==> src/rtl/twofish_pkg.sv <==
// twofish_pkg: Twofish constants, q0/q1 byte permutations and GF(2^8) helpers
// Latency: none (constants and pure combinational functions only)
// Backpressure: none
//
// The q0/q1 256-entry byte tables are expressed through their defining
// 4-bit t-tables. Each function call resolves to a fixed 256-entry lookup,
// which avoids maintaining 512 hand-typed bytes.
package twofish_pkg;

   // Field polynomials: MDS_POLY for the MDS multiply, RS_POLY for the
   // companion RS-matrix S-box-key stage that shares this package.
   localparam logic [8:0]  MDS_POLY = 9'h169;
   localparam logic [8:0]  RS_POLY  = 9'h14D;

   // Multiplying a byte by RHO replicates that byte into all four lanes.
   localparam logic [31:0] RHO      = 32'h01010101;

   // MDS matrix, indexed [row][column].
   localparam logic [7:0] MDS [4][4] = '{
      '{8'h01, 8'hEF, 8'h5B, 8'h5B},
      '{8'h5B, 8'hEF, 8'hEF, 8'h01},
      '{8'hEF, 8'h5B, 8'h01, 8'hEF},
      '{8'hEF, 8'h01, 8'hEF, 8'h5B}
   };

   // Key-schedule FSM states.
   typedef enum logic [1:0] {
      ST_IDLE   = 2'd0,
      ST_CALC_A = 2'd1,
      ST_CALC_B = 2'd2,
      ST_FIN    = 2'd3
   } kgen_state_t;

   // Nibble t-tables that build q0.
   localparam logic [3:0] Q0_T0 [16] = '{4'h8, 4'h1, 4'h7, 4'hD, 4'h6, 4'hF, 4'h3, 4'h2,
                                         4'h0, 4'hB, 4'h5, 4'h9, 4'hE, 4'hC, 4'hA, 4'h4};
   localparam logic [3:0] Q0_T1 [16] = '{4'hE, 4'hC, 4'hB, 4'h8, 4'h1, 4'h2, 4'h3, 4'h5,
                                         4'hF, 4'h4, 4'hA, 4'h6, 4'h7, 4'h0, 4'h9, 4'hD};
   localparam logic [3:0] Q0_T2 [16] = '{4'hB, 4'hA, 4'h5, 4'hE, 4'h6, 4'hD, 4'h9, 4'h0,
                                         4'hC, 4'h8, 4'hF, 4'h3, 4'h2, 4'h4, 4'h7, 4'h1};
   localparam logic [3:0] Q0_T3 [16] = '{4'hD, 4'h7, 4'hF, 4'h4, 4'h1, 4'h2, 4'h6, 4'hE,
                                         4'h9, 4'hB, 4'h3, 4'h0, 4'h8, 4'h5, 4'hC, 4'hA};

   // Nibble t-tables that build q1.
   localparam logic [3:0] Q1_T0 [16] = '{4'h2, 4'h8, 4'hB, 4'hD, 4'hF, 4'h7, 4'h6, 4'hE,
                                         4'h3, 4'h1, 4'h9, 4'h4, 4'h0, 4'hA, 4'hC, 4'h5};
   localparam logic [3:0] Q1_T1 [16] = '{4'h1, 4'hE, 4'h2, 4'hB, 4'h4, 4'hC, 4'h3, 4'h7,
                                         4'h6, 4'hD, 4'hA, 4'h5, 4'hF, 4'h9, 4'h0, 4'h8};
   localparam logic [3:0] Q1_T2 [16] = '{4'h4, 4'hC, 4'h7, 4'h5, 4'h1, 4'h6, 4'h9, 4'hA,
                                         4'h0, 4'hE, 4'hD, 4'h8, 4'h2, 4'hB, 4'h3, 4'hF};
   localparam logic [3:0] Q1_T3 [16] = '{4'hB, 4'h9, 4'h5, 4'h1, 4'hC, 4'h3, 4'hD, 4'hE,
                                         4'h6, 4'h4, 4'h7, 4'hF, 4'h2, 4'h0, 4'h8, 4'hA};

   function automatic logic [3:0] ror4(input logic [3:0] v);
      return {v[0], v[3:1]};
   endfunction

   // Two mixing rounds over the nibble halves; sel picks the q1 t-tables.
   function automatic logic [7:0] q_perm(input logic sel, input logic [7:0] x);
      logic [3:0] a;
      logic [3:0] b;
      logic [3:0] ta;
      logic [3:0] tb;
      a  = x[7:4] ^ x[3:0];
      b  = x[7:4] ^ ror4(x[3:0]) ^ {x[4], 3'b000};
      ta = sel ? Q1_T0[a] : Q0_T0[a];
      tb = sel ? Q1_T1[b] : Q0_T1[b];
      a  = ta ^ tb;
      b  = ta ^ ror4(tb) ^ {ta[0], 3'b000};
      ta = sel ? Q1_T2[a] : Q0_T2[a];
      tb = sel ? Q1_T3[b] : Q0_T3[b];
      return {tb, ta};
   endfunction

   function automatic logic [7:0] q0(input logic [7:0] x);
      return q_perm(1'b0, x);
   endfunction

   function automatic logic [7:0] q1(input logic [7:0] x);
      return q_perm(1'b1, x);
   endfunction

   // GF(2^8) multiply modulo MDS_POLY. With one constant operand this
   // reduces to a small XOR network.
   function automatic logic [7:0] gf_mul(input logic [7:0] a, input logic [7:0] b);
      logic [7:0] p;
      logic [7:0] aa;
      p  = '0;
      aa = a;
      for (int i = 0; i < 8; i++) begin
         if (b[i]) p = p ^ aa;
         aa = aa[7] ? ({aa[6:0], 1'b0} ^ MDS_POLY[7:0]) : {aa[6:0], 1'b0};
      end
      return p;
   endfunction

   // The result's byte 0 is row 0 of the MDS times y, with y[0] the low byte.
   function automatic logic [31:0] mds_mul(input logic [3:0][7:0] yv);
      logic [31:0] z;
      logic [7:0]  acc;
      z = '0;
      for (int r = 0; r < 4; r++) begin
         acc = '0;
         for (int c = 0; c < 4; c++) acc = acc ^ gf_mul(MDS[r][c], yv[c]);
         z[8*r +: 8] = acc;
      end
      return z;
   endfunction

   // Little-endian key word j: m(4j) | m(4j+1)<<8 | ..., where m0 = key[127:120].
   function automatic logic [31:0] key_word(input logic [127:0] k, input int j);
      logic [31:0] w;
      w = k[127 - 32*j -: 32];
      return {w[7:0], w[15:8], w[23:16], w[31:24]};
   endfunction

endpackage

==> src/rtl/twofish_h2.sv <==
// twofish_h2: Twofish h-function for a two-word key list (L0, L1)
// Latency: purely combinational, 0 cycles
// Backpressure: none; the output follows the inputs
//
// Ports:
//   x   input  32  four input bytes x0..x3 (x0 = x[7:0])
//   l0  input  32  list word L0, applied last
//   l1  input  32  list word L1, applied first
//   y   output 32  MDS * (q-chain outputs)
module twofish_h2
   import twofish_pkg::*;
(
   input  logic [31:0] x,
   input  logic [31:0] l0,
   input  logic [31:0] l1,
   output logic [31:0] y
);

   logic [3:0][7:0] qb;

   // Each byte lane uses its own fixed q0/q1 ordering.
   assign qb[0] = q1(q0(q0(x[7:0])   ^ l1[7:0])   ^ l0[7:0]);
   assign qb[1] = q0(q0(q1(x[15:8])  ^ l1[15:8])  ^ l0[15:8]);
   assign qb[2] = q1(q1(q0(x[23:16]) ^ l1[23:16]) ^ l0[23:16]);
   assign qb[3] = q0(q1(q1(x[31:24]) ^ l1[31:24]) ^ l0[31:24]);

   assign y = mds_mul(qb);

endmodule

==> src/rtl/twofish_subkey_gen.sv <==
// twofish_subkey_gen: expands a 128-bit Twofish key into subkeys K0..K39
// Latency: 41 cycles from start to done (2 cycles per subkey pair); reads take 1 cycle
// Backpressure: start is ignored unless the block is idle; there is no downstream stall
//
// Ports:
//   clk         rising-edge clock
//   rst         synchronous active-high reset; clears the FSM, the outputs and the subkey array
//   start       one-cycle expansion request; sampled only in IDLE
//   key         128-bit cipher key; m0 = key[127:120]; captured with an accepted start
//   busy        high while subkey pairs are being computed
//   done        one-cycle pulse after the last pair is written
//   keys_valid  high from done until the next accepted start or reset
//   rd_addr     subkey index 0..39
//   rd_data     registered K[rd_addr]; 0 for rd_addr > 39
module twofish_subkey_gen
   import twofish_pkg::*;
#(
   parameter int NUM_SUBKEYS = 40
) (
   input  logic         clk,
   input  logic         rst,
   input  logic         start,
   input  logic [127:0] key,
   output logic         busy,
   output logic         done,
   output logic         keys_valid,
   input  logic [5:0]   rd_addr,
   output logic [31:0]  rd_data
);

   localparam logic [4:0] LAST_PAIR = 5'(NUM_SUBKEYS / 2 - 1);

   kgen_state_t state;
   logic [4:0]  pair;
   logic [31:0] m_word [4];
   logic [31:0] a_reg;
   logic [31:0] kmem [NUM_SUBKEYS];

   logic        calc_b;
   logic [7:0]  h_byte;
   logic [31:0] h_x;
   logic [31:0] h_l0;
   logic [31:0] h_l1;
   logic [31:0] h_y;
   logic [31:0] b_rot;
   logic [31:0] sum_2b;
   logic [31:0] k_even;
   logic [31:0] k_odd;

   // The h datapath is shared between both phases. In CALC_A it uses the
   // even index 2i with (M0, M2). In CALC_B it uses the odd index 2i+1 with
   // (M1, M3), so the low bit of the index byte is the phase.
   assign calc_b = (state == ST_CALC_B);
   assign h_byte = {2'b00, pair, calc_b};
   assign h_x    = {24'd0, h_byte} * RHO;
   assign h_l0   = calc_b ? m_word[1] : m_word[0];
   assign h_l1   = calc_b ? m_word[3] : m_word[2];

   twofish_h2 u_h2 (
      .x  (h_x),
      .l0 (h_l0),
      .l1 (h_l1),
      .y  (h_y)
   );

   // Pseudo-Hadamard transform on A (registered) and ROL8(B) (live).
   assign b_rot  = {h_y[23:0], h_y[31:24]};
   assign k_even = a_reg + b_rot;
   assign sum_2b = a_reg + {b_rot[30:0], 1'b0};
   assign k_odd  = {sum_2b[22:0], sum_2b[31:23]};

   always_ff @(posedge clk) begin
      if (rst) begin
         state      <= ST_IDLE;
         pair       <= '0;
         a_reg      <= '0;
         busy       <= 1'b0;
         done       <= 1'b0;
         keys_valid <= 1'b0;
         for (int j = 0; j < 4; j++) m_word[j] <= '0;
         for (int n = 0; n < NUM_SUBKEYS; n++) kmem[n] <= '0;
      end else begin
         done <= 1'b0;
         case (state)
            ST_IDLE: begin
               if (start) begin
                  for (int j = 0; j < 4; j++) m_word[j] <= key_word(key, j);
                  pair       <= '0;
                  keys_valid <= 1'b0;
                  busy       <= 1'b1;
                  state      <= ST_CALC_A;
               end
            end
            ST_CALC_A: begin
               a_reg <= h_y;
               state <= ST_CALC_B;
            end
            ST_CALC_B: begin
               kmem[{pair, 1'b0}] <= k_even;
               kmem[{pair, 1'b1}] <= k_odd;
               if (pair == LAST_PAIR) begin
                  busy       <= 1'b0;
                  done       <= 1'b1;
                  keys_valid <= 1'b1;
                  state      <= ST_FIN;
               end else begin
                  pair  <= pair + 5'd1;
                  state <= ST_CALC_A;
               end
            end
            ST_FIN: begin
               // One extra cycle holds off a new start until done has dropped.
               state <= ST_IDLE;
            end
            default: state <= ST_IDLE;
         endcase
      end
   end

   // The read path samples the array before any same-edge write lands,
   // so a read that collides with a write returns the old entry.
   always_ff @(posedge clk) begin
      if (rst) begin
         rd_data <= '0;
      end else if (rd_addr < 6'(NUM_SUBKEYS)) begin
         rd_data <= kmem[rd_addr];
      end else begin
         rd_data <= '0;
      end
   end

endmodule

==> config.mk <==
export PLATFORM = sky130hd
export DESIGN_NAME = twofish_subkey_gen
export DESIGN_NICKNAME = d
export VERILOG_FILES = /design/src/rtl/twofish_pkg.sv /design/src/rtl/twofish_h2.sv /design/src/rtl/twofish_subkey_gen.sv
export SDC_FILE = /design/constraint.sdc
export NUM_CORES = 2
export LEC_CHECK = 0
export BUFFER_PORTS_ARGS = -buffer_cell sky130_fd_sc_hd__clkbuf_2
export CAP_MARGIN = 20
export CORE_UTILIZATION = 45
export CTS_CLUSTER_SIZE = 40
export DETAILED_ROUTE_END_ITERATION = 10
export HOLD_SLACK_MARGIN = 0.15
export SYNTH_ARGS = -nofsm -noshare
export SYNTH_HDL_FRONTEND = slang
export SYNTH_HIERARCHICAL = 1
export SYNTH_SLANG_ARGS = --single-unit
==> constraint.sdc <==
create_clock -name clk -period 15.55 [get_ports clk]
set_clock_uncertainty 0.2 [all_clocks]
set_input_delay 3.11 -clock clk [delete_from_list [all_inputs] [get_ports clk]]
set_output_delay 3.11 -clock clk [all_outputs]
set_load 0.05 [all_outputs]
==> run metrics <==
status=complete, no violations; Worst Hold Depth=2; max reg flops=1520; library cells used by synthesis=132; warning count from the yosys run=6; crit path kind=reg2reg; minimum clock period=14490 ps; die height=450 µm; r2r setup slk=1060 ps; worst setup path startpoint=state[0]; drt total wl=268000 µm; input/output buffers=171; Crit path top cell by count=ha_1; vias post-DR=58.3k; CTS tree=yes; Seq cells post-synth=1722; n_diodes=0; H-tree depth=4; crit end category=flip-flop; FFs w/ async S/R, synth=0; first-pass GRT wire length=392000 µm; clock slew seen by the registers of the worst setup and hold paths=60 ps; 1st-iter DRT viols=6454; Die W=450 µm; FF-to-FF End=kmem[43][0]; RSZ-0062 raised after global routing=false; slowest cell delay on critical path=890 ps; Post-Syn Area=90200 µm²; syn avg cell area=13.0 µm²; Worst path slowest cell=nor2_1; initial antenna violation count=3; Worst-Margin Slew=1220 ps; hpwl dp=167000 µm; total die area=202000 µm²; Max FO, Critical Path=24; CTS buffer count=182; row count=163; Max Cap Violations=0; Post-synth EDFFs=1648; biggest regs=kmem (1520), m_word (128); hold path start=a_reg[3]; Reg2Reg Depth=43; final hold slack=290 ps; Layout area overhead=11.2%; Post-synth top cells=1648 x edfxtp_1, 1224 x nor2_1, 446 x nand2_1; Root Driver=clkbuf_16; top-area cell type share of the netlist area=0.549; Num Clock Sinks=1722; Clk Latency, worst-skew pair=840 ps; Final period util=0.932; CP startpoint kind=flip-flop; NumNets Final=7335; Avg Vias per Cell=5.97; endpoints failing hold=0; GPL Wtd Cong=0.932; # DRC=0; WL/cell=27.5 µm; Max Clock Freq=0.0690 GHz; Initial Util=0.455; Synth Flop Type=edfxtp_1; TritonRoute pass-1 iters=6; largest cells by area after synthesis=edfxtp_1 55%, mux4_2 10%, nor2_1 5.1%; Arrival @ worst endpoint=14760 ps; clock tree buffer depth=3; cell taking the most area after synthesis=edfxtp_1; largest net degree at the start of global routing=129; final slew viol count=0; Final ANT Viol Nets=0; Slew headroom=0.188; most common cell in the netlist=edfxtp_1; worst reg2reg path startpoint=state[0]; grt total ovfl=0; proportion of layout cells with a drive suffix above 1=0.187; CTS hold repair buffers=0; Core Box Area=198000 µm²; TNS Setup=0 ps; post-synthesis sequential area ratio=0.565; sink of the worst hold path=a_reg[3]; largest reg by FF count=kmem; vias in the first global route=57.6k; Total Routing Usage GR=0.264; Req. time, crit path=15820 ps; top-level I/O count=172; Worst Hold Class=reg2reg; Synth Instances=6927; endpoints failing setup=0
==> final cells by class <==
| class | count | area [µm²] |
|---|---|---|
| Sequential cell | 1722 | 51000 |
| Inverter | 194 | 728 |
| Clock buffer | 253 | 4940 |
| Fill cell | 16900 | 97900 |
| Clock inverter | 86 | 917 |
| Timing Repair Buffer | 343 | 2360 |
| Multi-Input combinational cell | 4530 | 37100 |
| Tap cell | 2640 | 3300 |
==> timing repair <==
item / CTS / global route
buffers inserted: 0 / 0
gates resized for setup: 0 / 1
setup endpoints to repair: 0 / 1
==> per-layer routing <==
layer  part of all wire  vias up  global-route usage
met3              0.082      422              0.0428
met1               0.41    30000               0.360
met4              0.031        4              0.0791
li1                   -    25400                   -
met2               0.48     2439               0.433
met5            0.00012        -                   0
==> cell usage in the layout (no fill, tap or decap), drive strengths merged, types with 73 or more instances in the layout <==
cell type     n
inv         194
nand3        73
o21ai       108
nor3        137
edfxtp     1648
and3        105
buf         177
xnor2       238
xor2        171
clkbuf      419
nor2       1243
mux2i       259
a21oi       219
and2        166
dfxtp        74
mux4        401
ha          223
nand2       446
==> logic make-up after synthesis <==
family,count (synthesis),synth area share
xor gates and xnor gates,466,0.0610
other,1,0.0000416
and+or+nand+nor,2403,0.120
adders and majority gates,228,0.0317
AOI/OAI and AO/OA,708,0.0545
muxes,701,0.135
buffers and inverters,698,0.0326
DFF,1722,0.565
==> worst max-delay path: cells and delay by family (launching register included) <==
kind | cells | cell delay [ps]
AND/OR/NAND/NOR | 7 | 2360
flip-flops | 1 | 390
adder cells (fa/ha/maj) | 6 | 1920
XOR/XNOR | 10 | 4330
buffers and inverters | 5 | 900
AO/OA/AOI/OAI | 10 | 2410
multiplexers | 5 | 1650
==> worst max-delay path by stage <==
stage,slack (ps),to,depth (start not counted)
final,1060,kmem[43][0],43
after detailed placement,1060,kmem[49][29],42
after CTS,1040,kmem[59][29],44
after global placement,1210,kmem[59][29],43
after floorplan,3500,kmem[40][27],49
after global routing,110,kmem[4][31],42
==> per-stage QoR <==
stage	cell area, µm²	utilization	worst slack (ps)	instances
2_1_floorplan	90300	-	3500	6950
6_report	100000	0.506	1060	9768
3_5_place_dp	94300	0.476	1060	9423
5_1_grt	100000	0.506	110	9768
3_3_place_gp	94200	0.475	1210	9415
4_1_cts	100000	0.505	1040	9762
Power is left out: the tool's default activity adds up to more than one toggle a clock period on the data nets, which glitch-free logic cannot reach.
